<file path="src/rtl/sp_ram_arbiter.sv">
// Round-robin arbiter sharing one single-port RAM among NUM_REQ requesters.
// Grant is combinational; every grant gets a one-cycle-later rvalid pulse carrying the RAM read data.
module sp_ram_arbiter #(
   parameter int NUM_REQ    = 2,
   parameter int ADDR_WIDTH = 8,
   parameter int DATA_WIDTH = 32
) (
   input  logic                              clk,
   input  logic                              rst_n,
   input  logic [NUM_REQ-1:0]                req_i,
   input  logic [NUM_REQ-1:0]                we_i,
   input  logic [NUM_REQ*ADDR_WIDTH-1:0]     addr_i,
   input  logic [NUM_REQ*DATA_WIDTH-1:0]     wdata_i,
   input  logic [NUM_REQ*DATA_WIDTH/8-1:0]   be_i,
   output logic [NUM_REQ-1:0]                gnt_o,
   output logic [NUM_REQ-1:0]                rvalid_o,
   output logic [DATA_WIDTH-1:0]             rdata_o,
   output logic                              ram_en_o,
   output logic                              ram_we_o,
   output logic [ADDR_WIDTH-1:0]             ram_addr_o,
   output logic [DATA_WIDTH-1:0]             ram_wdata_o,
   output logic [DATA_WIDTH/8-1:0]           ram_be_o,
   input  logic [DATA_WIDTH-1:0]             ram_rdata_i
);

   localparam int PTR_W = $clog2(NUM_REQ);
   localparam int BE_W  = DATA_WIDTH / 8;

   logic [PTR_W-1:0] ptr_q, ptr_d;
   logic             rsp_vld_q, rsp_vld_d;
   logic [PTR_W-1:0] rsp_id_q, rsp_id_d;

   logic             found;
   logic [PTR_W-1:0] win;
   logic [PTR_W-1:0] cand;
   int               idx;

   // Search order starts at ptr and wraps; reset suppresses any grant.
   always_comb begin
      found = 1'b0;
      win   = '0;
      cand  = '0;
      idx   = 0;
      for (int i = 0; i < NUM_REQ; i++) begin
         idx = int'(ptr_q) + i;
         if (idx >= NUM_REQ) idx = idx - NUM_REQ;
         cand = PTR_W'(idx);
         if (!found && req_i[cand]) begin
            found = 1'b1;
            win   = cand;
         end
      end
      if (!rst_n) found = 1'b0;
   end

   always_comb begin
      gnt_o       = '0;
      ram_en_o    = 1'b0;
      ram_we_o    = 1'b0;
      ram_addr_o  = '0;
      ram_wdata_o = '0;
      ram_be_o    = '0;
      if (found) begin
         gnt_o[win]  = 1'b1;
         ram_en_o    = 1'b1;
         ram_we_o    = we_i[win];
         ram_addr_o  = addr_i[win*ADDR_WIDTH +: ADDR_WIDTH];
         ram_wdata_o = wdata_i[win*DATA_WIDTH +: DATA_WIDTH];
         ram_be_o    = be_i[win*BE_W +: BE_W];
      end
   end

   always_comb begin
      ptr_d     = ptr_q;
      rsp_vld_d = found;
      rsp_id_d  = rsp_id_q;
      if (found) begin
         ptr_d    = (win == PTR_W'(NUM_REQ - 1)) ? '0 : win + PTR_W'(1);
         rsp_id_d = win;
      end
   end

   always_ff @(posedge clk or negedge rst_n) begin
      if (!rst_n) begin
         ptr_q     <= '0;
         rsp_vld_q <= 1'b0;
         rsp_id_q  <= '0;
      end else begin
         ptr_q     <= ptr_d;
         rsp_vld_q <= rsp_vld_d;
         rsp_id_q  <= rsp_id_d;
      end
   end

   always_comb begin
      rvalid_o = '0;
      if (rsp_vld_q) rvalid_o[rsp_id_q] = 1'b1;
   end

   assign rdata_o = ram_rdata_i;

endmodule

</file>
<file path="config.mk">
export PLATFORM = sky130hd
export DESIGN_NAME = sp_ram_arbiter
export DESIGN_NICKNAME = d
export VERILOG_FILES = /design/src/rtl/sp_ram_arbiter.sv
export SDC_FILE = /design/constraint.sdc
export NUM_CORES = 1
export LEC_CHECK = 0
export BUFFER_PORTS_ARGS = -buffer_cell sky130_fd_sc_hd__buf_2
export CAP_MARGIN = 20
export CORE_AREA = 2 2 81 83
export CTS_CLUSTER_SIZE = 8
export DETAILED_ROUTE_END_ITERATION = 10
export DIE_AREA = 0 0 83 85
export PLACE_DENSITY_LB_ADDON = 0.1
export SLEW_MARGIN = 20
export SYNTH_ARGS = -nofsm -noshare
export SYNTH_HDL_FRONTEND = slang
export SYNTH_SLANG_ARGS = --single-unit
</file>
<file path="constraint.sdc">
create_clock -name clk -period 2.9 [get_ports clk]
set_input_delay 0.145 -clock clk [delete_from_list [all_inputs] [get_ports clk]]
set_output_delay 0.145 -clock clk [all_outputs]
set_load 0.01 [all_outputs]
</file>
==> results of run 1 <==
-- critical path, cell delays in order, from the launching register on --
cell,delay (ns)
dfrtp_1,0.39
nand2b_2,0.21
nand2_4,0.39
o22ai_1,0.17
buf_2,0.17
-- report_power, final --
group / internal [mW] / total, mW / switching [mW]
Combinational: 0.130 / 0.287 / 0.157
Sequential: 0.0481 / 0.0528 / 0.00467
Clock: 0.0936 / 0.119 / 0.0258
-- synth_stat cells, types with 2 or more instances --
| cell type | number |
|---|---|
| clkbuf_1 | 2 |
| buf_6 | 9 |
| o22ai_2 | 2 |
| dfrtp_1 | 3 |
| nand2_4 | 2 |
| buf_4 | 33 |
| buf_2 | 7 |
| a21oi_1 | 2 |
| nand2_1 | 91 |
| o22ai_1 | 43 |
-- area by class of cell --
type | instances | area share
timing repair buffer | 144 | 0.438
sequential | 3 | 0.0447
tap | 77 | 0.0574
clock buffer | 4 | 0.0268
multi-input combinational | 148 | 0.433
-- registers in the layout, summed over array words and instances, names as in the netlist --
register   count
ptr_q          1
rsp_id_q       1
rsp_vld_q      1
-- worst paths after layout --
kind / startpoint / to / cells after the start
max in group asynchronous: rst_n / rsp_vld_q$_DFF_PN0_ / 2
min reg2reg: ptr_q$_DFFE_PN0P_ / ptr_q$_DFFE_PN0P_ / 1
min: req_i[1] / ptr_q$_DFFE_PN0P_ / 2
max reg2reg: ptr_q$_DFFE_PN0P_ / rsp_id_q$_DFFE_PN0P_ / 3
max: ptr_q$_DFFE_PN0P_ / ram_wdata_o[13] / 4
min in group asynchronous: rst_n / ptr_q$_DFFE_PN0P_ / 2
-- cell families (layout without fill, tap and decap cells) --
| logic type | count (synthesis) | count (layout) | synth area share |
|---|---|---|---|
| AOI/OAI and AO/OA | 49 | 49 | 0.267 |
| buffers and inverters | 51 | 148 | 0.328 |
| DFF | 3 | 3 | 0.0630 |
| and+or+nand+nor | 99 | 99 | 0.342 |
-- per-stage QoR --
step / hold WS, ns / total power, mW
6_report: 0.230 / 0.459
5_1_grt: 0.255 / 0.501
4_1_cts: 0.229 / 0.468
3_5_place_dp: 0.290 / 0.344
3_3_place_gp: 0.290 / 0.346
2_1_floorplan: -0.151 / 0.278
-- routing by layer --
metal / vias up / GRT usage / part of all wire
met5: - / 0 / 0
met4: 0 / 0.0402 / 0.013
met3: 8 / 0.0243 / 0.11
met2: 94 / 0.204 / 0.50
met1: 704 / 0.120 / 0.38
li1: 847 / - / -
==> results_dict.tcl, run 1 <==
set metrics [dict create \
    status "completed" \
    tritoncts "yes" \
    ios 208 \
    avgViaCountPerCell 4.40 \
    p_leak_nw 0.974 \
    crit_type "register to output port" \
    clock-root-buffer "clkbuf_8" \
    layout_common_cells "buf_2 (143), nand2_1 (91), o22ai_1 (43), clkbuf_8 (3), dfrtp_1 (3)" \
    die_w_um 83 \
    hold_path_class "input pin to register" \
    grt_usage 0.109 \
    power_density_mw_per_mm2 274 \
    cts_made_buffers 3 \
    worstPathMaxFanout 45 \
    cts-hold-fix-buffers 0 \
    cts.clk_slew.worst_paths_ns 0.03 \
    synth_ff_type "dfrtp_1" \
    hold_viol_final 0 \
    post_cts_buffers 0 \
    cts_buffer_depth 2 \
    worst_slack_ns 1.19 \
    synth_seq_cells 3 \
    synthDistinctLibCells 18 \
    dp_hpwl_mm 3.10 \
    worst_pin_slew_ns 0.709 \
    dp_slack_ns 1.30 \
    finalMaxSlewViolations 0 \
    core-area_sq_mm 0.00620 \
    firstDrtPassIters 4 \
    rows 29 \
    synth_area_sq_mm 0.00119 \
    rsz0062_at_grt "false" \
    grt_max_degree 58 \
    synth_nets 328 \
    period_needed_ns 1.71 \
    synth_top_area_frac 0.286 \
    fill_cells 723 \
    fin_util 0.270 \
    drtIter0Drc 29 \
    critical_path.endpoint_type "output port" \
    first_global_vias 1513 \
    ys_async_sr_fraction 1.00 \
    dpl_cell_area_sq_mm 0.00163 \
    reg2reg_slack_ns 2.02 \
    layout-drive-gt1-share 0.515 \
    start_util 0.192 \
    slew-limit-headroom 0.527 \
    fin_area_sq_mm 0.00168 \
    grt.overflow.total 0 \
    vias 1653 \
    dieArea_sq_mm 0.00706 \
    synthToLayoutAreaGrowth_pct 40.7 \
    dp.cells 372 \
    synth_top_area_cell "nand2_1" \
    yosysSeqAreaShare 0.0630 \
    multi_input_area_sq_um 726 \
    drc 0 \
    worstPathRequired_ns 2.76 \
    antenna_found_initial 0 \
    routed_wirelength_mm 4.23 \
    seq_area_sq_um 75.1 \
    layout_commonest_cell "buf_2" \
    synth.area.top_cells "nand2_1 (29%), o22ai_1 (23%), buf_4 (21%), buf_6 (8.5%), dfrtp_1 (6.3%)" \
    h-tree-depth 1 \
    port_buffers 143 \
    place.gp.congestion 0.678 \
    synth_edf_count 0 \
    stdcell_count 376 \
    critPathArrivalTime_ns 1.56 \
    diodes 0 \
    peakVddDrop_v 0.000178 \
    die_h_um 85 \
    synth_cells 202 \
    post-route-period-util 0.588 \
    synth_area_per_cell_sq_um 5.90 \
    drv_cap 0 \
    ys_warn_count 0 \
    post_cts_resized 0 \
    grt_pass1_wl_mm 6.64 \
    wl_per_cell_um 11.3 \
    start_kind "register" \
    layout.nets 426 \
    tns_ns 0 \
    setup-violations-final 0 \
    final_antenna_net_count 0 \
    clock-sinks 3 \
    insertion_delay_ns 0.21 \
    finalClockSkew_ns 0.000689 \
    max_freq_mhz 586 \
]
Power figures use the tool's default switching activity.
==> inputs of run 2 (changes only) <==
==> constraint.sdc (replaced) <==
create_clock -name clk -period 1.4 [get_ports clk]
set_input_delay 0.07 -clock clk [delete_from_list [all_inputs] [get_ports clk]]
set_output_delay 0.07 -clock clk [all_outputs]
set_load 0.01 [all_outputs]
==> run 2 against run 1 <==
Compared with the run above:
- core utilization grew 2.9 points
- first-iteration DRC count grew 48%
- sequential share of layout area shrank 0.44 points
- clock skew is essentially flat
- critical path type unchanged
==> results_dict.tcl, run 2 (same netlist as run 1, synthesis figures left out) <==
set metrics [dict create \
    status "completed" \
    finalClockSkew_ns 0.000824 \
    hold_viol_final 0 \
    critPathArrivalTime_ns 1.29 \
    busiest_layer "met2" \
    place.gp.congestion 0.717 \
    worst_pin_slew_ns 0.200 \
    diodes 0 \
    tritoncts "yes" \
    firstDrtPassIters 4 \
    crit_type "register to output port" \
    dp_slack_ns 0.232 \
    rows 29 \
    fin_util 0.300 \
    slew-limit-headroom 0.867 \
    wl_per_cell_um 11.1 \
    max_freq_mhz 733 \
    cts.clk_slew.worst_paths_ns 0.03 \
    dieArea_sq_mm 0.00706 \
    rsz0062_at_grt "true" \
    p_clk_frac 0.237 \
    stdcell_count 383 \
    grt.overflow.total 0 \
    insertion_delay_ns 0.21 \
    critPathMaxStageDelay_ns 0.36 \
    port_buffers 143 \
    grt_usage 0.111 \
    layout-drive-gt1-share 0.549 \
    worstPathRequired_ns 1.33 \
    h-tree-depth 1 \
    avgViaCountPerCell 4.26 \
    met3_usage 0.0195 \
    critical_path.endpoint_type "output port" \
    peakVddDrop_v 0.000501 \
    dp_hpwl_mm 3.22 \
    hold_path_class "input pin to output port" \
    die_w_um 83 \
    clock-root-buffer "clkbuf_8" \
    tns_ns 0 \
    finalMaxSlewViolations 0 \
    core-area_sq_mm 0.00620 \
    worstPathMaxFanout 23 \
    routed_wirelength_mm 4.24 \
    post_cts_buffers 0 \
    first_global_vias 1582 \
    synthToLayoutAreaGrowth_pct 55.9 \
    met1_usage 0.122 \
    period_needed_ns 1.36 \
    grt_max_degree 50 \
    dp.cells 377 \
    reg_top3 "ptr_q (1), rsp_id_q (1), rsp_vld_q (1)" \
    layout_common_cells "buf_2 (143), nand2_1 (91), o22ai_1 (34), o22ai_2 (11), buf_12 (6)" \
    worst_slack_ns 0.0359 \
    clock-sinks 3 \
    antenna_found_initial 0 \
    final_antenna_net_count 0 \
    p_sw_frac 0.394 \
    ios 208 \
    internal_power_mw 0.630 \
    layout.nets 433 \
    p_leak_nw 1.05 \
    cts_buffer_depth 2 \
    vias 1632 \
    drc 0 \
    die_h_um 85 \
    post-route-period-util 0.974 \
    drv_cap 0 \
    switching_power_mw 0.409 \
    met2_usage 0.213 \
    hold_slack_ns 0.140 \
    crit_slowest_cell "dfrtp_1" \
    cts_made_buffers 3 \
    start_util 0.192 \
    power_frac_seq 0.104 \
    crit_chain "nand2b_4, nand2_4, buf_12, o22ai_1, buf_2" \
    layout_commonest_cell "buf_2" \
    setup-violations-final 0 \
    drtIter0Drc 43 \
    power_frac_comb 0.659 \
    grt_pass1_wl_mm 6.83 \
    fill_cells 701 \
    start_kind "register" \
    power_density_mw_per_mm2 559 \
]
[run 2: changes by cell type in the layout (fill, tap and decap cells not counted)]
cell	change
o22ai_1	-9
dlygate4sd3_1	+2
nand2b_4	+1
nand2b_2	-1
buf_12	+5
o22ai_2	+9
[run 2: final cells by class]
cell class	count	area [sq um]	share of cell area
Multi-Input combinational cell	148	787	0.423
Clock buffer	4	45.0	0.0242
Sequential cell	3	75.1	0.0404
Tap cell	77	96.3	0.0518
Timing Repair Buffer	151	856	0.460
[run 2: what timing repair did]
action,4_1_cts,5_1_grt
gates resized for setup,0,10
hold buffers,2,0
endpoints found under the hold margin,3,0
endpoints found under the setup margin,0,45
[run 2: power groups by stage]
stage | logic [mW] | clock network (mW) | registers (mW)
floorplan | 0.469 | 0 | 0.107
global placement | 0.661 | 0 | 0.108
detailed placement | 0.660 | 0 | 0.108
CTS | 0.667 | 0.252 | 0.108
global route | 0.758 | 0.263 | 0.110
finish | 0.685 | 0.246 | 0.108
[run 2: final timing paths]
| check | start | to | slack (ns) | cells after the start |
|---|---|---|---|---|
| setup / recovery | ptr_q$_DFFE_PN0P_ | ram_wdata_o[23] | 0.04 | 5 |
| hold / removal | ram_rdata_i[7] | rdata_o[7] | 0.14 | 0 |
| setup reg to reg | ptr_q$_DFFE_PN0P_ | rsp_id_q$_DFFE_PN0P_ | 0.52 | 3 |
| hold reg to reg | ptr_q$_DFFE_PN0P_ | ptr_q$_DFFE_PN0P_ | 0.51 | 1 |
| max in group asynchronous | rst_n | ptr_q$_DFFE_PN0P_ | 0.78 | 3 |
| min in group asynchronous | rst_n | rsp_vld_q$_DFF_PN0_ | 0.48 | 3 |
[run 2: metal layers]
layer / up-vias / share of wire
li1: 862 / -
met4: 0 / 0.0090
met5: - / 0
met1: 676 / 0.40
met3: 6 / 0.096
met2: 88 / 0.50
[run 2: critical path: cells and delay by family (launching register included)]
| family | cells | cell delay [ns] |
|---|---|---|
| AO/OA/AOI/OAI | 1 | 0.17 |
| AND/OR/NAND/NOR | 2 | 0.22 |
| flip-flops | 1 | 0.36 |
| buffers and inverters | 2 | 0.31 |
[run 2: per-stage QoR]
step,power (mW),instance area [sq um]
finish,1.04,1860
global route,1.13,1860
CTS,1.03,1800
detailed placement,0.769,1730
global placement,0.769,1730
floorplan,0.576,1190
